File: src/rtl/car_l2_pkg.sv
`default_nettype none
// ============================================================================
// Package     : car_l2_pkg
// Description : Shared types and the address decode helper for the L2 bank
//               crossbar. The decode result carries the window hit flag, the
//               mapping mode that matched, and the bank/row of the word.
//               The response-pipe entry type is also defined here.
// Revision    : 1.0 - initial release
// ============================================================================
package car_l2_pkg;

  // Bank index fields are carried at a fixed width so that the types below
  // do not depend on the crossbar parameters. This limits NumBank to 256.
  localparam int unsigned L2IdxW = 8;

  typedef enum logic [0:0] {
    INTERLEAVE = 1'b0,
    NONE_INTER = 1'b1
  } l2_map_mode_e;

  typedef struct packed {
    logic               hit;
    l2_map_mode_e       mode;
    logic [L2IdxW-1:0]  bank;
    logic [63:0]        row;
  } l2_dec_t;

  // One entry of the per-port response pipeline.
  typedef struct packed {
    logic               valid;
    logic               we;
    logic               miss;
    logic [L2IdxW-1:0]  bank;
  } l2_resp_t;

  // Maps a byte address to {hit, mode, bank, row}. The interleaved window
  // spreads consecutive words over the banks. The non-interleaved window
  // fills one bank completely before it moves on to the next.
  function automatic l2_dec_t l2_decode(
    input logic [63:0] addr,
    input logic [63:0] interl_base,
    input logic [63:0] non_base,
    input logic [63:0] mem_size,
    input int unsigned be_bits,
    input int unsigned bank_bits,
    input int unsigned row_bits
  );
    l2_dec_t     d;
    logic [63:0] word;
    d    = '0;
    word = '0;
    if ((addr >= interl_base) && ((addr - interl_base) < mem_size)) begin
      word   = (addr - interl_base) >> be_bits;
      d.hit  = 1'b1;
      d.mode = INTERLEAVE;
      d.bank = L2IdxW'(word & ((64'd1 << bank_bits) - 64'd1));
      d.row  = word >> bank_bits;
    end else if ((addr >= non_base) && ((addr - non_base) < mem_size)) begin
      word   = (addr - non_base) >> be_bits;
      d.hit  = 1'b1;
      d.mode = NONE_INTER;
      d.bank = L2IdxW'(word >> row_bits);
      d.row  = word & ((64'd1 << row_bits) - 64'd1);
    end
    return d;
  endfunction

endpackage
`default_nettype wire

File: src/rtl/l2_bank_rr_arb.sv
`default_nettype none
// ============================================================================
// Module      : l2_bank_rr_arb
// Description : NumPort-way round-robin arbiter for a single bank.
//               The grant is combinational. The search starts at the pointer.
//               After a grant the pointer moves to winner+1. With no request
//               the pointer holds its value.
// Ports       : clk_i, rst_ni        - clock, async active-low reset
//               req_i  [NumPort]     - requests
//               gnt_o  [NumPort]     - one-hot grant
// Revision    : 1.0 - initial release
// ============================================================================
module l2_bank_rr_arb #(
  parameter int unsigned NumPort = 2
) (
  input  logic               clk_i,
  input  logic               rst_ni,
  input  logic [NumPort-1:0] req_i,
  output logic [NumPort-1:0] gnt_o
);

  localparam int unsigned PtrW = (NumPort > 1) ? $clog2(NumPort) : 1;

  logic [PtrW-1:0] ptr_d, ptr_q;
  logic [PtrW-1:0] idx, winner;
  logic [PtrW:0]   sum;
  logic            found;

  always_comb begin
    gnt_o  = '0;
    winner = ptr_q;
    found  = 1'b0;
    sum    = '0;
    idx    = '0;
    for (int i = 0; i < NumPort; i++) begin
      // idx = (ptr + i) mod NumPort, computed without a divider
      sum = {1'b0, ptr_q} + (PtrW+1)'(i);
      if (sum >= (PtrW+1)'(NumPort)) sum = sum - (PtrW+1)'(NumPort);
      idx = sum[PtrW-1:0];
      if (!found && req_i[idx]) begin
        found      = 1'b1;
        gnt_o[idx] = 1'b1;
        winner     = idx;
      end
    end
    ptr_d = ptr_q;
    if (found) begin
      ptr_d = (winner == PtrW'(NumPort - 1)) ? '0 : winner + PtrW'(1);
    end
  end

  always_ff @(posedge clk_i or negedge rst_ni) begin
    if (!rst_ni) ptr_q <= '0;
    else         ptr_q <= ptr_d;
  end

endmodule
`default_nettype wire

File: src/rtl/l2_bank_xbar.sv
`default_nettype none
// ============================================================================
// Module      : l2_bank_xbar
// Description : Connects NumPort memory-protocol requesters to NumBank
//               single-port SRAM banks. Each port decodes its address against
//               an interleaved window and a non-interleaved window. Each bank
//               has a round-robin arbiter. Responses come back in order, a
//               fixed BankLatency cycles after the grant. Uncorrectable ECC
//               errors from the banks are collected into a sticky flag and a
//               saturating counter.
// Ports       : clk_i/rst_ni               - clock, async active-low reset
//               port_* (req/gnt/addr/we/be/wdata/rvalid/rdata/err)
//                                          - requester side
//               bank_* (req/we/row/be/wdata/rdata/ecc_err) - SRAM side
//               ecc_clear_i/ecc_error_o/ecc_err_cnt_o       - ECC status
// Revision    : 1.0 - initial release
// ============================================================================
module l2_bank_xbar
  import car_l2_pkg::*;
#(
  parameter int unsigned      NumPort       = 2,
  parameter int unsigned      NumBank       = 4,
  parameter int unsigned      AddrWidth     = 48,
  parameter int unsigned      DataWidth     = 64,
  parameter longint unsigned  L2MemSize     = 64'd1 << 20,
  parameter logic [AddrWidth-1:0] InterlBase    = '0,
  parameter logic [AddrWidth-1:0] NonInterlBase = '0,
  parameter int unsigned      BankLatency   = 1,
  parameter int unsigned      CntWidth      = 16,
  localparam int unsigned     BeWidth       = DataWidth / 8,
  localparam int unsigned     RowWidth      = $clog2(L2MemSize / (NumBank * BeWidth))
) (
  input  logic                           clk_i,
  input  logic                           rst_ni,
  input  logic [NumPort-1:0]             port_req_i,
  output logic [NumPort-1:0]             port_gnt_o,
  input  logic [NumPort*AddrWidth-1:0]   port_addr_i,
  input  logic [NumPort-1:0]             port_we_i,
  input  logic [NumPort*BeWidth-1:0]     port_be_i,
  input  logic [NumPort*DataWidth-1:0]   port_wdata_i,
  output logic [NumPort-1:0]             port_rvalid_o,
  output logic [NumPort*DataWidth-1:0]   port_rdata_o,
  output logic [NumPort-1:0]             port_err_o,
  output logic [NumBank-1:0]             bank_req_o,
  output logic [NumBank-1:0]             bank_we_o,
  output logic [NumBank*RowWidth-1:0]    bank_row_o,
  output logic [NumBank*BeWidth-1:0]     bank_be_o,
  output logic [NumBank*DataWidth-1:0]   bank_wdata_o,
  input  logic [NumBank*DataWidth-1:0]   bank_rdata_i,
  input  logic [NumBank-1:0]             bank_ecc_err_i,
  input  logic                           ecc_clear_i,
  output logic                           ecc_error_o,
  output logic [CntWidth-1:0]            ecc_err_cnt_o
);

  localparam int unsigned BeBits = $clog2(BeWidth);
  localparam int unsigned BankW  = $clog2(NumBank);
  localparam int unsigned PcW    = $clog2(NumBank + 1);
  localparam int unsigned SumW   = CntWidth + PcW;

  l2_dec_t                          dec [NumPort];
  logic [NumPort-1:0]               hit;
  logic                             unused_dec;
  logic [NumBank-1:0][NumPort-1:0]  arb_req, arb_gnt;
  l2_resp_t                         pipe_d [NumPort][BankLatency];
  l2_resp_t                         pipe_q [NumPort][BankLatency];
  logic [NumBank-1:0]               rd_done, ecc_hit;
  logic [PcW-1:0]                   ecc_pop;
  logic [SumW-1:0]                  cnt_sum;
  logic                             ecc_flag_d, ecc_flag_q;
  logic [CntWidth-1:0]              ecc_cnt_d, ecc_cnt_q;

  // Address decode and per-bank request vectors
  always_comb begin
    unused_dec = 1'b0;
    arb_req    = '0;
    hit        = '0;
    for (int p = 0; p < NumPort; p++) begin
      dec[p] = l2_decode(64'(port_addr_i[p*AddrWidth +: AddrWidth]),
                         64'(InterlBase), 64'(NonInterlBase), 64'(L2MemSize),
                         BeBits, BankW, RowWidth);
      hit[p] = dec[p].hit;
      unused_dec = unused_dec ^ (^dec[p]);
      for (int b = 0; b < NumBank; b++) begin
        arb_req[b][p] = port_req_i[p] & dec[p].hit & (dec[p].bank == L2IdxW'(b));
      end
    end
  end

  for (genvar b = 0; b < NumBank; b++) begin : g_bank_arb
    l2_bank_rr_arb #(
      .NumPort (NumPort)
    ) u_arb (
      .clk_i  (clk_i),
      .rst_ni (rst_ni),
      .req_i  (arb_req[b]),
      .gnt_o  (arb_gnt[b])
    );
  end

  // Bank-side muxes (the grants are one-hot per bank) and port grants.
  // A miss is accepted at once, because it never touches a bank.
  always_comb begin
    bank_req_o   = '0;
    bank_we_o    = '0;
    bank_row_o   = '0;
    bank_be_o    = '0;
    bank_wdata_o = '0;
    port_gnt_o   = port_req_i & ~hit;
    for (int b = 0; b < NumBank; b++) begin
      for (int p = 0; p < NumPort; p++) begin
        if (arb_gnt[b][p]) begin
          port_gnt_o[p]                            = 1'b1;
          bank_req_o[b]                            = 1'b1;
          bank_we_o[b]                             = port_we_i[p];
          bank_row_o[b*RowWidth +: RowWidth]       = dec[p].row[RowWidth-1:0];
          bank_be_o[b*BeWidth +: BeWidth]          = port_be_i[p*BeWidth +: BeWidth];
          bank_wdata_o[b*DataWidth +: DataWidth]   = port_wdata_i[p*DataWidth +: DataWidth];
        end
      end
    end
  end

  // Response shift pipeline. Stage 0 is loaded in the grant cycle, and the
  // last stage lines up with the cycle in which bank data is valid.
  always_comb begin
    for (int p = 0; p < NumPort; p++) begin
      pipe_d[p][0].valid = port_gnt_o[p];
      pipe_d[p][0].we    = port_we_i[p];
      pipe_d[p][0].miss  = ~hit[p];
      pipe_d[p][0].bank  = dec[p].bank;
      for (int s = 1; s < BankLatency; s++) begin
        pipe_d[p][s] = pipe_q[p][s-1];
      end
    end
  end

  always_ff @(posedge clk_i or negedge rst_ni) begin
    if (!rst_ni) begin
      for (int p = 0; p < NumPort; p++) begin
        for (int s = 0; s < BankLatency; s++) begin
          pipe_q[p][s] <= '0;
        end
      end
    end else begin
      pipe_q <= pipe_d;
    end
  end

  // Response formation. rd_done marks the banks whose output this cycle
  // belongs to a routed read, so ECC flags that come with writes or idle
  // cycles are ignored.
  always_comb begin
    port_rvalid_o = '0;
    port_rdata_o  = '0;
    port_err_o    = '0;
    rd_done       = '0;
    for (int p = 0; p < NumPort; p++) begin
      if (pipe_q[p][BankLatency-1].valid) begin
        port_rvalid_o[p] = 1'b1;
        if (pipe_q[p][BankLatency-1].miss) begin
          port_err_o[p] = 1'b1;
        end else if (!pipe_q[p][BankLatency-1].we) begin
          for (int b = 0; b < NumBank; b++) begin
            if (pipe_q[p][BankLatency-1].bank == L2IdxW'(b)) begin
              rd_done[b]                            = 1'b1;
              port_err_o[p]                         = bank_ecc_err_i[b];
              port_rdata_o[p*DataWidth +: DataWidth] = bank_rdata_i[b*DataWidth +: DataWidth];
            end
          end
        end
      end
    end
  end

  // ECC aggregation. A clear and new errors in the same cycle leave the new
  // errors visible.
  always_comb begin
    ecc_hit = bank_ecc_err_i & rd_done;
    ecc_pop = '0;
    for (int b = 0; b < NumBank; b++) begin
      ecc_pop = ecc_pop + PcW'(ecc_hit[b]);
    end
    cnt_sum    = (ecc_clear_i ? '0 : SumW'(ecc_cnt_q)) + SumW'(ecc_pop);
    ecc_cnt_d  = (cnt_sum > SumW'({CntWidth{1'b1}})) ? '1 : cnt_sum[CntWidth-1:0];
    ecc_flag_d = (~ecc_clear_i & ecc_flag_q) | (|ecc_hit);
  end

  always_ff @(posedge clk_i or negedge rst_ni) begin
    if (!rst_ni) begin
      ecc_flag_q <= 1'b0;
      ecc_cnt_q  <= '0;
    end else begin
      ecc_flag_q <= ecc_flag_d;
      ecc_cnt_q  <= ecc_cnt_d;
    end
  end

  assign ecc_error_o   = ecc_flag_q;
  assign ecc_err_cnt_o = ecc_cnt_q;

endmodule
`default_nettype wire

File: config.mk
export PLATFORM = sky130hd
export DESIGN_NAME = l2_bank_xbar
export DESIGN_NICKNAME = d
export VERILOG_FILES = /design/src/rtl/car_l2_pkg.sv /design/src/rtl/l2_bank_rr_arb.sv /design/src/rtl/l2_bank_xbar.sv
export SDC_FILE = /design/constraint.sdc
export NUM_CORES = 1
export LEC_CHECK = 0
export CAP_MARGIN = 20
export CORE_AREA = 5 5 389 391
export CTS_CLUSTER_DIAMETER = 80
export CTS_CLUSTER_SIZE = 28
export DETAILED_ROUTE_END_ITERATION = 8
export DIE_AREA = 0 0 394 396
export PLACE_DENSITY = 0.38
export SYNTH_ARGS = -nofsm -noshare
export SYNTH_HDL_FRONTEND = slang
export SYNTH_SLANG_ARGS = --single-unit
export TNS_END_PERCENT = 5
File: constraint.sdc
create_clock -name clk_i -period 4 [get_ports clk_i]
set_clock_uncertainty 0.2 [all_clocks]
set_input_delay 0.8 -clock clk_i [delete_from_list [all_inputs] [get_ports clk_i]]
set_output_delay 0.8 -clock clk_i [all_outputs]
set_load 0.005 [all_outputs]
== Word level (Yosys, flattened, before mapping) ==
Cells that the tools add are included.
Word-level totals
  register bits after elaboration: 43
  word-level logic and storage cells: 280
Operators by class
  $add $sub $neg: 20
  order comparisons: 27
  eq/ne operators: 12
  mux-type cells: 164
  bitwise operators: 22
  reduce and logical (&&, ||, !) cells: 21
Operators by type and width (count)
  $mux 64: 22
  $mux 74: 2
  $mux 15: 8
  $mux 1: 100
  $lt 48x21->1 const B: 2
  $eq 8x2->1 const B: 8
  $mux 8: 8
  $eq 8x1->1 const B: 4
  $logic_not 8->1: 4
  $mux 16: 2
  $mux 4: 6
  $add 16x3->17: 1
  $gt 17x16->1 const B: 1
  $lt 1x2->1 const B: 8
  $mux 2: 8
  $logic_and 1x1->1: 12
  $and 1x1->1: 11
  $add 1x1->2 const B: 4
  $demux 1 s1: 8
  $ge 1x1->1 const B: 8
  $ge 1x2->1 const B: 4
  $ge 2x2->1 const B: 4
  $or 2x2->2: 4
  $sub 1x1->1 const B: 8
  11 further kinds: 19

== Depth between registers and ports, before layout ==
Gate-level depths: netlist of run 1.
  depth after elaboration: 16
  gate-level depth with buffers: 15
  mapped depth without buffers: 13

== Cells and area by module ==
From an unflattened synthesis of run 1, not the netlist that was laid out.
Second synthesis, totals
  cell total of the unflattened synthesis: 1394
  area total of the unflattened synthesis: 10416.2 µm²
By module, submodules not included
  l2_bank_xbar: times used 1, cells each 1370, area an instance 10201.0 µm², seq. area each 675.6 µm²
  l2_bank_rr_arb: times used 4, cells each 6, area an instance 53.8 µm², seq. area each 25.0 µm²

== Worst setup path after synthesis of run 1 ==
Ideal clock, no wire load.
  path type: reg-to-reg
  start: register pipe_q[1] in the netlist's numbering
  end: register ecc_cnt_q[10] (netlist: ecc_err_cnt_o[10])
  data arrival time: 3.714 ns
  data required time: 3.661 ns
  setup slack: -0.053 ns
  stages on the path, launching flop included: 15
  clock period less this slack: 4.053 ns
  cell sequence: dfrtp_1 -> clkbuf_1 -> buf_1 -> buf_1 -> o31ai_1 -> and2_1 -> fa_1 -> fa_1 -> fa_1 -> nand3b_1 -> nor3_1 -> and3_1 -> nand4b_1 -> clkbuf_1 -> o21ai_0
On the way
  word-level cells in the longest chain between the ends: 12
  elaborated cells on any way between the ends: 18
Ends and longest elaborated chain
  start: declaration: RTL line l2_bank_xbar.sv:66  | l2_resp_t pipe_q [NumPort][BankLatency];
  start signal: assignment: RTL line l2_bank_xbar.sv:146  | pipe_q <= pipe_d;
  $eq 8x1->1 or $logic_not 8->1 (tied branches): RTL line l2_bank_xbar.sv:165  | if (pipe_q[p][BankLatency-1].bank == L2IdxW'(b)) begin
  $mux 1: RTL line l2_bank_xbar.sv:165
  $mux 4 *: RTL line l2_bank_xbar.sv:163  | end else if (!pipe_q[p][BankLatency-1].we) begin
  $mux 4 *: RTL line l2_bank_xbar.sv:161  | if (pipe_q[p][BankLatency-1].miss) begin
  $mux 4 *: RTL line l2_bank_xbar.sv:159  | if (pipe_q[p][BankLatency-1].valid) begin
  $and 4x4->4 *: RTL line l2_bank_xbar.sv:179  | ecc_hit = bank_ecc_err_i & rd_done;
  $add 1x1->2: RTL line l2_bank_xbar.sv:182  | ecc_pop = ecc_pop + PcW'(ecc_hit[b]);
  $add 2x1->3: RTL line l2_bank_xbar.sv:182
  $add 3x1->3 *: RTL line l2_bank_xbar.sv:182
  $add 16x3->17 *: RTL line l2_bank_xbar.sv:184  | cnt_sum = (ecc_clear_i ? '0 : SumW'(ecc_cnt_q)) + SumW'(ecc_pop);
  $gt 17x16->1: RTL line l2_bank_xbar.sv:185  | ecc_cnt_d = (cnt_sum > SumW'({CntWidth{1'b1}})) ? '1 : cnt_sum[CntWidth-1:0];
  $mux 16 *: RTL line l2_bank_xbar.sv:185
  named net ecc_cnt_d[10]: RTL line l2_bank_xbar.sv:71  | logic [CntWidth-1:0] ecc_cnt_d, ecc_cnt_q;
  end signal: assignment: RTL line l2_bank_xbar.sv:195  | ecc_cnt_q <= ecc_cnt_d;
  end: declaration: RTL line l2_bank_xbar.sv:71
Mark *: on every way through the listed nets, which the timed path passes. The rest lies on a longest branch.
A chain may end at the register's enable or synchronous reset.

== Worst setup path in the final report of run 1 ==
  start: input port port_addr_i[40]
  end: output port bank_wdata_o[4]
On the way
  word-level cells in the longest chain between the ends: 12
  elaborated cells on any way between the ends: 17
Ends and longest elaborated chain
  start: declaration: RTL line l2_bank_xbar.sv:37  | input logic [NumPort*AddrWidth-1:0] port_addr_i,
  $lt 48x21->1 *: RTL line car_l2_pkg.sv:52, car_l2_pkg.sv:58
  $mux 74 *: RTL line car_l2_pkg.sv:52  | if ((addr >= interl_base) && ((addr - interl_base) < mem_size)) begin
  $logic_not 8->1 or $and 1x1->1 (tied branches): RTL line l2_bank_xbar.sv:85  | arb_req[b][p] = port_req_i[p] & dec[p].hit & (dec[p].bank == L2IdxW'(b));
  $and 1x1->1 *: RTL line l2_bank_xbar.sv:85
  $mux 1 (implied by the code) (2 in series): RTL line l2_bank_rr_arb.sv:40  | if (!found && req_i[idx]) begin
  $mux 1: RTL line l2_bank_rr_arb.sv:40
  $logic_not 1->1: RTL line l2_bank_rr_arb.sv:40
  $logic_and 1x1->1: RTL line l2_bank_rr_arb.sv:40
  $mux 2 *: RTL line l2_bank_rr_arb.sv:40
  $mux 64: RTL line l2_bank_xbar.sv:112  | if (arb_gnt[b][p]) begin
  $mux 64 *: RTL line l2_bank_xbar.sv:112
  end: declaration: RTL line l2_bank_xbar.sv:48  | output logic [NumBank*DataWidth-1:0] bank_wdata_o,
Every way passes the cells marked *; elsewhere a longest branch is shown, timed or not. The select of a mux whose other input is x is not followed.

==> results.yml, run 1 <==
yosys:
  syn_nets: 1510
  seq_area_frac_synth: 0.0812
  synth_edf_count: 0
  synth-seq-cells: 31
  synth_cell_types: 55
  syn_inst: 998
  synth_area_per_cell_um2: 9.57
  yosys_warnings: 0
  yosys_most_used_dff: "dfrtp_1"
  ys_async_sr_fraction: 1.00
  synth_area_mm2: 0.00955
power_and_ir_drop:
  p_per_area_mw_per_mm2: 71.1
  p_int_mw: 1.15
  pwr-share-comb: 0.573
  pwr-share-clk: 0.248
  netSwitchingPower_mw: 0.628
  power_leakage_nw: 11.1
  seq_power_share: 0.179
  ir_drop_uv: 147
  p_sw_frac: 0.353
drt:
  vias_per_cell: 3.86
  detail_route.wl_per_cell_um: 33.3
  ant_nets: 0
  drc: 0
  vias: 15856
  routed_wl_um: 137000
  dr.pass1.iters: 5
  drt_iter0_markers: 1022
sta:
  tightest_slew_ps: 951
  finalHoldWorstSlack_ps: 328
  rsz0062_at_grt: "true"
  final_max_slew_viol_count: 0
  setup_viol: 355
  hold_violations: 0
  fin_crit_ps: 4470
  max_freq_ghz: 0.224
  fin_ws_ps: -470
  relSlewSlack: 0.360
  fin_crit_sh: 1.12
critical_path:
  worstSetupPathType: "in2out"
  r2r_start: "pipe_q[20]"
  ff2ff_setup_slack_ps: 230
  worst_setup_path_end_kind: "output pin"
  cp_data_arrival_time_ps: 3470
  rr_worst_depth: 14
  r2r-end: "ecc_err_cnt_o[3]"
  cp-start-kind: "input pin"
  required_ps: 3000
  crit_path_max_fanout: 7
floorplanning:
  start_util: 0.0649
  io_pins: 1014
  num_rows: 141
  die_area_mm2: 0.156
  core_mm2: 0.147
  chipHeight_um: 396
  dieWidth_um: 394
finish:
  final_common_cell: "clkdlybuf4s50_1"
  layout_common_cells: "clkdlybuf4s50_1, a22o_1, buf_2, buf_4, mux4_2"
  area_delta_synth_final_pct: 163
  nets: 2669
  drive_gt1_frac: 0.392
clock_tree:
  cts_tree: "yes"
  clk_root_buffer_cell: "clkbuf_16"
  cts_buffers: 5
  cts_buffer_depth: 2
  clock_latency_ps: 280
  h-tree-depth: 2
  clk_pin_slew_ps: 60
  clock_sinks: 31
placed_design:
  io_buffers: 1007
  dp_hpwl_um: 113000
  pre_cts_slack_ps: -1670
  place_congestion: 0.899
min_path:
  hp-class: "reg2reg"
  min_to: "g_bank_arb[0].u_arb.ptr_q"
  min_from: "g_bank_arb[0].u_arb.ptr_q"
  min_path_cells: 1
global_routing:
  grt_max_degree: 67
  antenna_found_initial: 31
  grt_usage: 0.163
  grt_pass1_vias: 16293
  grt_pass1_wl_um: 174000
  gr-total-overflow: 0
run_status:
  violations: "setup timing"
  status: "finished, violations left"
job:
  maxCapViolCount: 0
[stage by stage]
| step | instances | TNS [ps] | area (µm²) | total power, mW | utilization |
|---|---|---|---|---|---|
| after floorplan | 998 | 0 | 9550 | 0.451 | - |
| after global placement | 3966 | -509460 | 23500 | 1.33 | 0.160 |
| after detailed placement | 3966 | -500970 | 23500 | 1.33 | 0.160 |
| after CTS | 4013 | -167830 | 24200 | 1.78 | 0.165 |
| after global routing | 4094 | -121350 | 25100 | 1.84 | 0.170 |
| final | 4103 | -97550 | 25100 | 1.78 | 0.170 |
[cell families (layout without fill, tap and decap cells)]
family	count (synthesis)	after routing	synth area share
muxes	132	132	0.309
AOI/OAI and AO/OA	385	385	0.354
buffers and inverters	150	1310	0.0635
adders and majority gates	5	5	0.00891
other	0	15	0
DFF	31	31	0.0812
xor gates and xnor gates	11	11	0.0101
and+or+nand+nor	284	284	0.174
[state kept, by name, summed over array words and instances, names as in the netlist]
| signal | flops |
|---|---|
| ecc_err_cnt_o | 16 |
| ecc_error_o | 1 |
| g_bank_arb.u_arb.ptr_q | 4 |
| pipe_q | 10 |
[layer usage]
metal / GRT usage / share of wire / vias to the layer above
met5: 0 / 0.00015 / -
met4: 0.0281 / 0.022 / 4
met3: 0.0403 / 0.071 / 139
met2: 0.293 / 0.50 / 894
met1: 0.199 / 0.40 / 8241
li1: - / - / 6578
[worst max-delay path: stages]
cell and delay [ps]:
buf_12 110, or4_4 570, buf_12 170, or3_4 360, or3_4 390, nor2_4 110
buf_12 140, buf_16 160, buf_12 140, buf_6 100, a22o_1 180, buf_2 140
[worst max path at each step]
stage / startpoint / to
floorplan: port_addr_i[37] / bank_be_o[24]
global placement: port_addr_i[89] / bank_wdata_o[225]
detailed placement: port_addr_i[89] / bank_wdata_o[241]
CTS: port_addr_i[40] / bank_wdata_o[29]
global route: port_addr_i[40] / bank_be_o[14]
finish: port_addr_i[40] / bank_wdata_o[4]
[what timing repair did]
item / CTS / global route
setup endpoints to repair: 360 / 369
hold buffers: 0 / 0
endpoints found under the hold margin: 0 / 0
pin swaps: 46 / 119
setup buffers: 30 / 77
gates cloned: 10 / 6
resized for setup: 646 / 691
[power by group through the flow]
stage	combinational [mW]	sequential [mW]	clock (mW)
6_report	1.02	0.318	0.442
5_1_grt	1.05	0.319	0.469
4_1_cts	1.01	0.318	0.452
3_5_place_dp	1.00	0.324	0
3_3_place_gp	1.01	0.324	0
2_1_floorplan	0.129	0.323	0
[cell type report]
cell class,instances,area [µm²]
Antenna cell,15,37.5
Clock buffer,5,125
Clock inverter,3,43.8
Fill cell,16665,122000
Inverter,6,22.5
Multi-Input combinational cell,817,8790
Sequential cell,31,792
Tap cell,1930,2410
Timing Repair Buffer,1296,12900
[synth_stat cells, types with 8 or more instances]
cell type	count	area [µm²]
nor4_1	21	131
and3_1	66	413
nor2_1	10	37.5
a32o_1	30	300
a22o_1	307	2690
buf_2	17	85.1
clkbuf_1	104	390
o21ai_0	12	60.1
buf_1	17	63.8
nand2_1	51	191
o31ai_1	18	135
dfrtp_1	31	776
nand3_1	10	50.1
and2_1	72	450
nor2b_1	8	50.1
mux4_2	130	2930
Power figures use the tool's default switching activity.
==> run 2: changes to the inputs <==
--- a/config.mk
+++ b/config.mk
@@ -6,12 +6,13 @@
 export NUM_CORES = 1
 export LEC_CHECK = 0
 export CAP_MARGIN = 20
-export CORE_AREA = 5 5 389 391
+export CORE_AREA = 2 2 397 399
 export CTS_CLUSTER_DIAMETER = 80
 export CTS_CLUSTER_SIZE = 28
 export DETAILED_ROUTE_END_ITERATION = 8
-export DIE_AREA = 0 0 394 396
-export PLACE_DENSITY = 0.38
+export DIE_AREA = 0 0 399 401
+export PLACE_DENSITY = 0.37
+export SKIP_LAST_GASP = 1
 export SYNTH_ARGS = -nofsm -noshare
 export SYNTH_HDL_FRONTEND = slang
 export SYNTH_SLANG_ARGS = --single-unit
==> results.yml, run 2 (synthesis results as in run 1) <==
critical_path:
  crit_path_max_fanout: 7
  cp_data_arrival_time_ps: 3480
  ff2ff_setup_slack_ps: 120
  rr_worst_depth: 13
  r2r-end: "ecc_err_cnt_o[3]"
  r2r_start: "pipe_q[19]"
  cp-start-kind: "input pin"
  required_ps: 3000
  worstSetupPathType: "in2out"
  worst_setup_path_end_kind: "output pin"
global_routing:
  grt_max_degree: 67
  grt_usage: 0.172
  grt_pass1_wl_um: 181000
  grt_pass1_vias: 16574
  gr-total-overflow: 0
  antenna_found_initial: 63
drt:
  vias_per_cell: 3.75
  dr.pass1.iters: 5
  detail_route.wl_per_cell_um: 34.2
  routed_wl_um: 145000
  drt_iter0_markers: 1139
  ant_nets: 0
  drc: 0
  vias: 15885
job:
  maxCapViolCount: 0
finish:
  area_delta_synth_final_pct: 171
  final_common_cell: "clkdlybuf4s50_1"
  instances_no_fill: 4233
  fin_util: 0.167
  nets: 2664
  largest_register_ffs: 16
  design_area_mm2: 0.0259
  drive_gt1_frac: 0.322
  layout_common_cells: "clkdlybuf4s50_1, a22o_1, dlygate4sd2_1, buf_4, mux4_2"
run_status:
  violations: "setup timing"
  status: "finished, violations left"
floorplanning:
  chipHeight_um: 401
  start_util: 0.0614
  core_mm2: 0.156
  die_area_mm2: 0.160
  io_pins: 1014
  dieWidth_um: 399
  num_rows: 145
clock_tree:
  clock_latency_ps: 300
  cts_buffers: 5
  cts_buffer_depth: 2
  clock_sinks: 31
  h-tree-depth: 2
  clk_root_buffer_cell: "clkbuf_16"
  holdBufCountCts: 0
  cts_tree: "yes"
  clk_pin_slew_ps: 60
sta:
  relSlewSlack: 0.450
  setup_viol: 356
  rsz0062_at_grt: "true"
  hold_violations: 0
  fin_crit_sh: 1.12
  max_freq_ghz: 0.223
  tightest_slew_ps: 825
  fin_ws_ps: -476
  setup_tns_ps: -122460
  fin_crit_ps: 4480
  final_max_slew_viol_count: 0
power_and_ir_drop:
  power_leakage_nw: 10.5
  ir_drop_uv: 131
  p_per_area_mw_per_mm2: 68.9
min_path:
  hp-class: "reg2reg"
  min_to: "g_bank_arb[3].u_arb.ptr_q"
  min_from: "g_bank_arb[3].u_arb.ptr_q"
  min_path_cells: 1
placed_design:
  io_buffers: 1007
  place_congestion: 0.889
  dp_hpwl_um: 117000
  dpl_cell_area_mm2: 0.0236
  dp_cells: 4084
## run 2: cell count changes in the layout (fill, tap and decap cells not counted), moves of 23 or more
| cell | change |
|---|---|
| clkbuf_2 | -33 |
| buf_6 | -37 |
| clkdlybuf4s15_2 | +23 |
| clkdlybuf4s15_1 | +30 |
| dlymetal6s2s_1 | -64 |
| buf_2 | -107 |
| dlygate4sd2_1 | +175 |
## run 2: worst max-delay path by stage
stage | start | cells after the start | slack [ps] | end
final | port_addr_i[39] | 12 | -480 | bank_wdata_o[166]
after global routing | port_req_i[1] | 13 | -540 | bank_wdata_o[20]
after CTS | port_addr_i[37] | 11 | -510 | port_gnt_o[1]
after detailed placement | port_addr_i[47] | 12 | -1720 | bank_row_o[33]
after global placement | port_addr_i[47] | 12 | -1730 | bank_row_o[33]
after floorplan | port_addr_i[37] | 8 | 30 | bank_be_o[24]
## run 2: final cells by class
cell class                      instances  area (µm²)
Antenna cell                           22        55.1
Inverter                                6        22.5
Multi-Input combinational cell        817        8820
Sequential cell                        31         792
Clock inverter                          1        7.51
Tap cell                             2058        2570
Timing Repair Buffer                 1291       13500
Fill cell                           17553      130000
Clock buffer                            7         153
## run 2: report_power, final
group          leakage (nW)  switching, mW  internal [mW]
clock                0.0763          0.173          0.265
combinational          9.99          0.482          0.547
sequential            0.399        0.00243          0.316
## run 2: routing by layer
metal | global-route usage | share of wire | up-vias | wire length (µm)
met1 | 0.207 | 0.40 | 8229 | 57700
met5 | 0 | 0.00026 | - | 37
met3 | 0.0324 | 0.065 | 159 | 9430
met2 | 0.312 | 0.51 | 895 | 73700
li1 | - | - | 6596 | -
met4 | 0.0374 | 0.027 | 6 | 3930
## run 2: timing repair
| item | CTS | global route |
|---|---|---|
| setup endpoints to repair | 360 | 373 |
| pin swaps | 74 | 19 |
| gates resized for setup | 898 | 88 |
| setup buffers | 86 | 11 |
| cloned | 27 | 3 |
## run 2: critical path, cell delays in order
cell and delay, ps:
buf_6 90, or4_4 590, or2_4 280, buf_6 120
or4_4 550, nor2_4 120, buf_12 160, buf_16 140
buf_8 150, buf_6 120, a22o_1 130, clkdlybuf4s15_2 210
## run 2: per-stage QoR
step,setup WS [ps],power (mW),hold WS (ps)
CTS,-507,1.80,306
finish,-476,1.79,296
floorplan,28.6,0.451,251
global placement,-1730,1.34,285
detailed placement,-1720,1.34,297
global route,-545,1.85,349
==> run 3: changes to the inputs <==
--- a/config.mk
+++ b/config.mk
@@ -6,12 +6,13 @@
 export NUM_CORES = 1
 export LEC_CHECK = 0
 export CAP_MARGIN = 20
-export CORE_AREA = 2 2 397 399
+export CORE_AREA = 2 2 400 402
 export CTS_CLUSTER_DIAMETER = 80
 export CTS_CLUSTER_SIZE = 28
 export DETAILED_ROUTE_END_ITERATION = 8
-export DIE_AREA = 0 0 399 401
-export PLACE_DENSITY = 0.37
+export DIE_AREA = 0 0 402 404
+export DONT_BUFFER_PORTS = 1
+export PLACE_DENSITY = 0.3
 export SKIP_LAST_GASP = 1
 export SYNTH_ARGS = -nofsm -noshare
 export SYNTH_HDL_FRONTEND = slang
==> results.yml, run 3 (synthesis results as in run 1) <==
run_status:
  status: "finished, violations left"
  violations: "setup timing"
floorplanning:
  num_rows: 146
  chipHeight_um: 404
  io_pins: 1014
  start_util: 0.0605
  core_mm2: 0.158
  die_area_mm2: 0.162
  dieWidth_um: 402
critical_path:
  r2r-end: "ecc_err_cnt_o[10]"
  crit_path_max_fanout: 10
  max_stage_delay_ps: 630
  critPathCapture: "bank_row_o[16]"
  slowest_stage: "or4_4"
  path_delay_family: "simple AND/OR/NAND/NOR gates"
  cp.depth: 10
  cp_data_arrival_time_ps: 3230
  crit_path_cell_trace: "or4_4 > or2_4 > buf_6 > nor3_4 > inv_2 > a2111oi_4 > buf_12 > buf_16 > buf_4 > a32o_1"
  cp-start-kind: "input pin"
  r2r_start: "pipe_q[20]"
  rr_worst_depth: 14
  ff2ff_setup_slack_ps: 40
  worst_setup_path_end_kind: "output pin"
  path_buf_inv: 5
  crit_path_start: "port_addr_i[46]"
  required_ps: 3000
  worstSetupPathType: "in2out"
finish:
  multi_input_area_mm2: 0.00860
  nets: 1566
  seq_area_um2: 792
  area_delta_synth_final_pct: 55.0
  final_common_cell: "a22o_1"
  fill_cells: 18260
  layout_common_cells: "a22o_1, mux4_2, buf_4, and2_1, and3_1"
  drive_gt1_frac: 0.377
  largest_register_ffs: 16
sta:
  finalHoldWorstSlack_ps: 15.6
  fin_crit_ps: 4230
  relSlewSlack: 0.262
  setup_tns_ps: -39440
  hold_violations: 0
  fin_crit_sh: 1.06
  setup_viol: 337
  max_freq_ghz: 0.236
  tightest_slew_ps: 1110
  fin_ws_ps: -233
  final_max_slew_viol_count: 0
  rsz0062_at_grt: "true"
power_and_ir_drop:
  p_sw_frac: 0.234
  power_leakage_nw: 4.78
  pwr-share-clk: 0.470
  ir_drop_uv: 134
  p_int_mw: 0.743
  seq_power_share: 0.328
  p_per_area_mw_per_mm2: 65.5
  pwr-share-comb: 0.202
  netSwitchingPower_mw: 0.227
placed_design:
  place_congestion: 0.900
  dp_hpwl_um: 93800
  io_buffers: 0
global_routing:
  grt_pass1_vias: 11863
  grt_usage: 0.129
  grt_max_degree: 67
  grt_pass1_wl_um: 137000
  antenna_found_initial: 35
  gr-total-overflow: 0
drt:
  detail_route.wl_per_cell_um: 36.2
  ant_nets: 0
  routed_wl_um: 114000
  vias: 11953
  drc: 0
  dr.pass1.iters: 8
  vias_per_cell: 3.79
  drt_iter0_markers: 1166
clock_tree:
  clk_pin_slew_ps: 60
  cts_tree: "yes"
  h-tree-depth: 2
  clk_root_buffer_cell: "clkbuf_16"
  clock_latency_ps: 280
  clock_sinks: 31
  cts_buffer_depth: 2
  cts_buffers: 5
min_path:
  hp-class: "in2async"
job:
  maxCapViolCount: 0
## run 3: changes by cell type in the layout (fill, tap and decap cells not counted), sizes merged, moves of 3 or more
cell           previous run  this run
buf                     408       182
clkbuf                   31         9
clkdlybuf4s15            73         0
clkdlybuf4s50           588         0
diode                    22        25
dlygate4sd2             187         0
dlygate4sd3               0         3
dlymetal6s2s              7         0
## run 3: layout make-up
| cell class | instances | share of cell area |
|---|---|---|
| repair buffers | 193 | 0.173 |
| clock inverters | 2 | 0.00237 |
| clock buffers | 6 | 0.00938 |
| multi-input cells | 817 | 0.581 |
| inverters | 6 | 0.00152 |
| well taps | 2072 | 0.175 |
| diodes | 25 | 0.00423 |
| flip-flops and latches | 31 | 0.0535 |
## run 3: timing repair
| item | CTS | global route |
|---|---|---|
| hold endpoints to repair | 0 | 6 |
| setup endpoints to repair | 373 | 452 |
| buffers inserted | 18 | 9 |
| hold buffers | 0 | 3 |
| resized for setup | 53 | 49 |
| pin swaps | 13 | 16 |
| cloned | 13 | 5 |
## run 3: per-stage QoR
step | cells | instance area [µm²] | power, mW | setup WS, ps | util
finish | 3152 | 14800 | 0.970 | -233 | 0.0938
global route | 3140 | 14800 | 1.01 | -323 | 0.0936
CTS | 3112 | 14300 | 0.977 | -245 | 0.0909
detailed placement | 3075 | 13300 | 0.510 | -539 | 0.0840
global placement | 3075 | 13300 | 0.510 | -573 | 0.0840
floorplan | 998 | 9550 | 0.451 | 28.6 | -
## run 3: per-layer routing
metal	wire (µm)	up-vias	global-route usage
li1	-	4376	-
met1	42100	6159	0.144
met2	54900	1178	0.222
met3	11800	226	0.0517
met4	5200	14	0.0421
met5	131	-	0
## run 3: worst min-delay path by stage
| stage | startpoint | to | depth (start not counted) |
|---|---|---|---|
| finish | rst_ni | ecc_err_cnt_o[6] | 0 |
| floorplan | g_bank_arb[3].u_arb.ptr_q | g_bank_arb[3].u_arb.ptr_q | 1 |
| detailed placement | g_bank_arb[3].u_arb.ptr_q | g_bank_arb[3].u_arb.ptr_q | 1 |
| global route | rst_ni | ecc_err_cnt_o[6] | 0 |
| global placement | rst_ni | g_bank_arb[0].u_arb.ptr_q | 0 |
| CTS | rst_ni | g_bank_arb[0].u_arb.ptr_q | 0 |
## run 3: power by group through the flow
stage / clock [mW] / sequential, mW / combinational [mW]
after floorplan: 0 / 0.323 / 0.129
after global placement: 0 / 0.324 / 0.186
after detailed placement: 0 / 0.324 / 0.186
after CTS: 0.466 / 0.318 / 0.193
after global routing: 0.486 / 0.318 / 0.206
final: 0.456 / 0.318 / 0.196
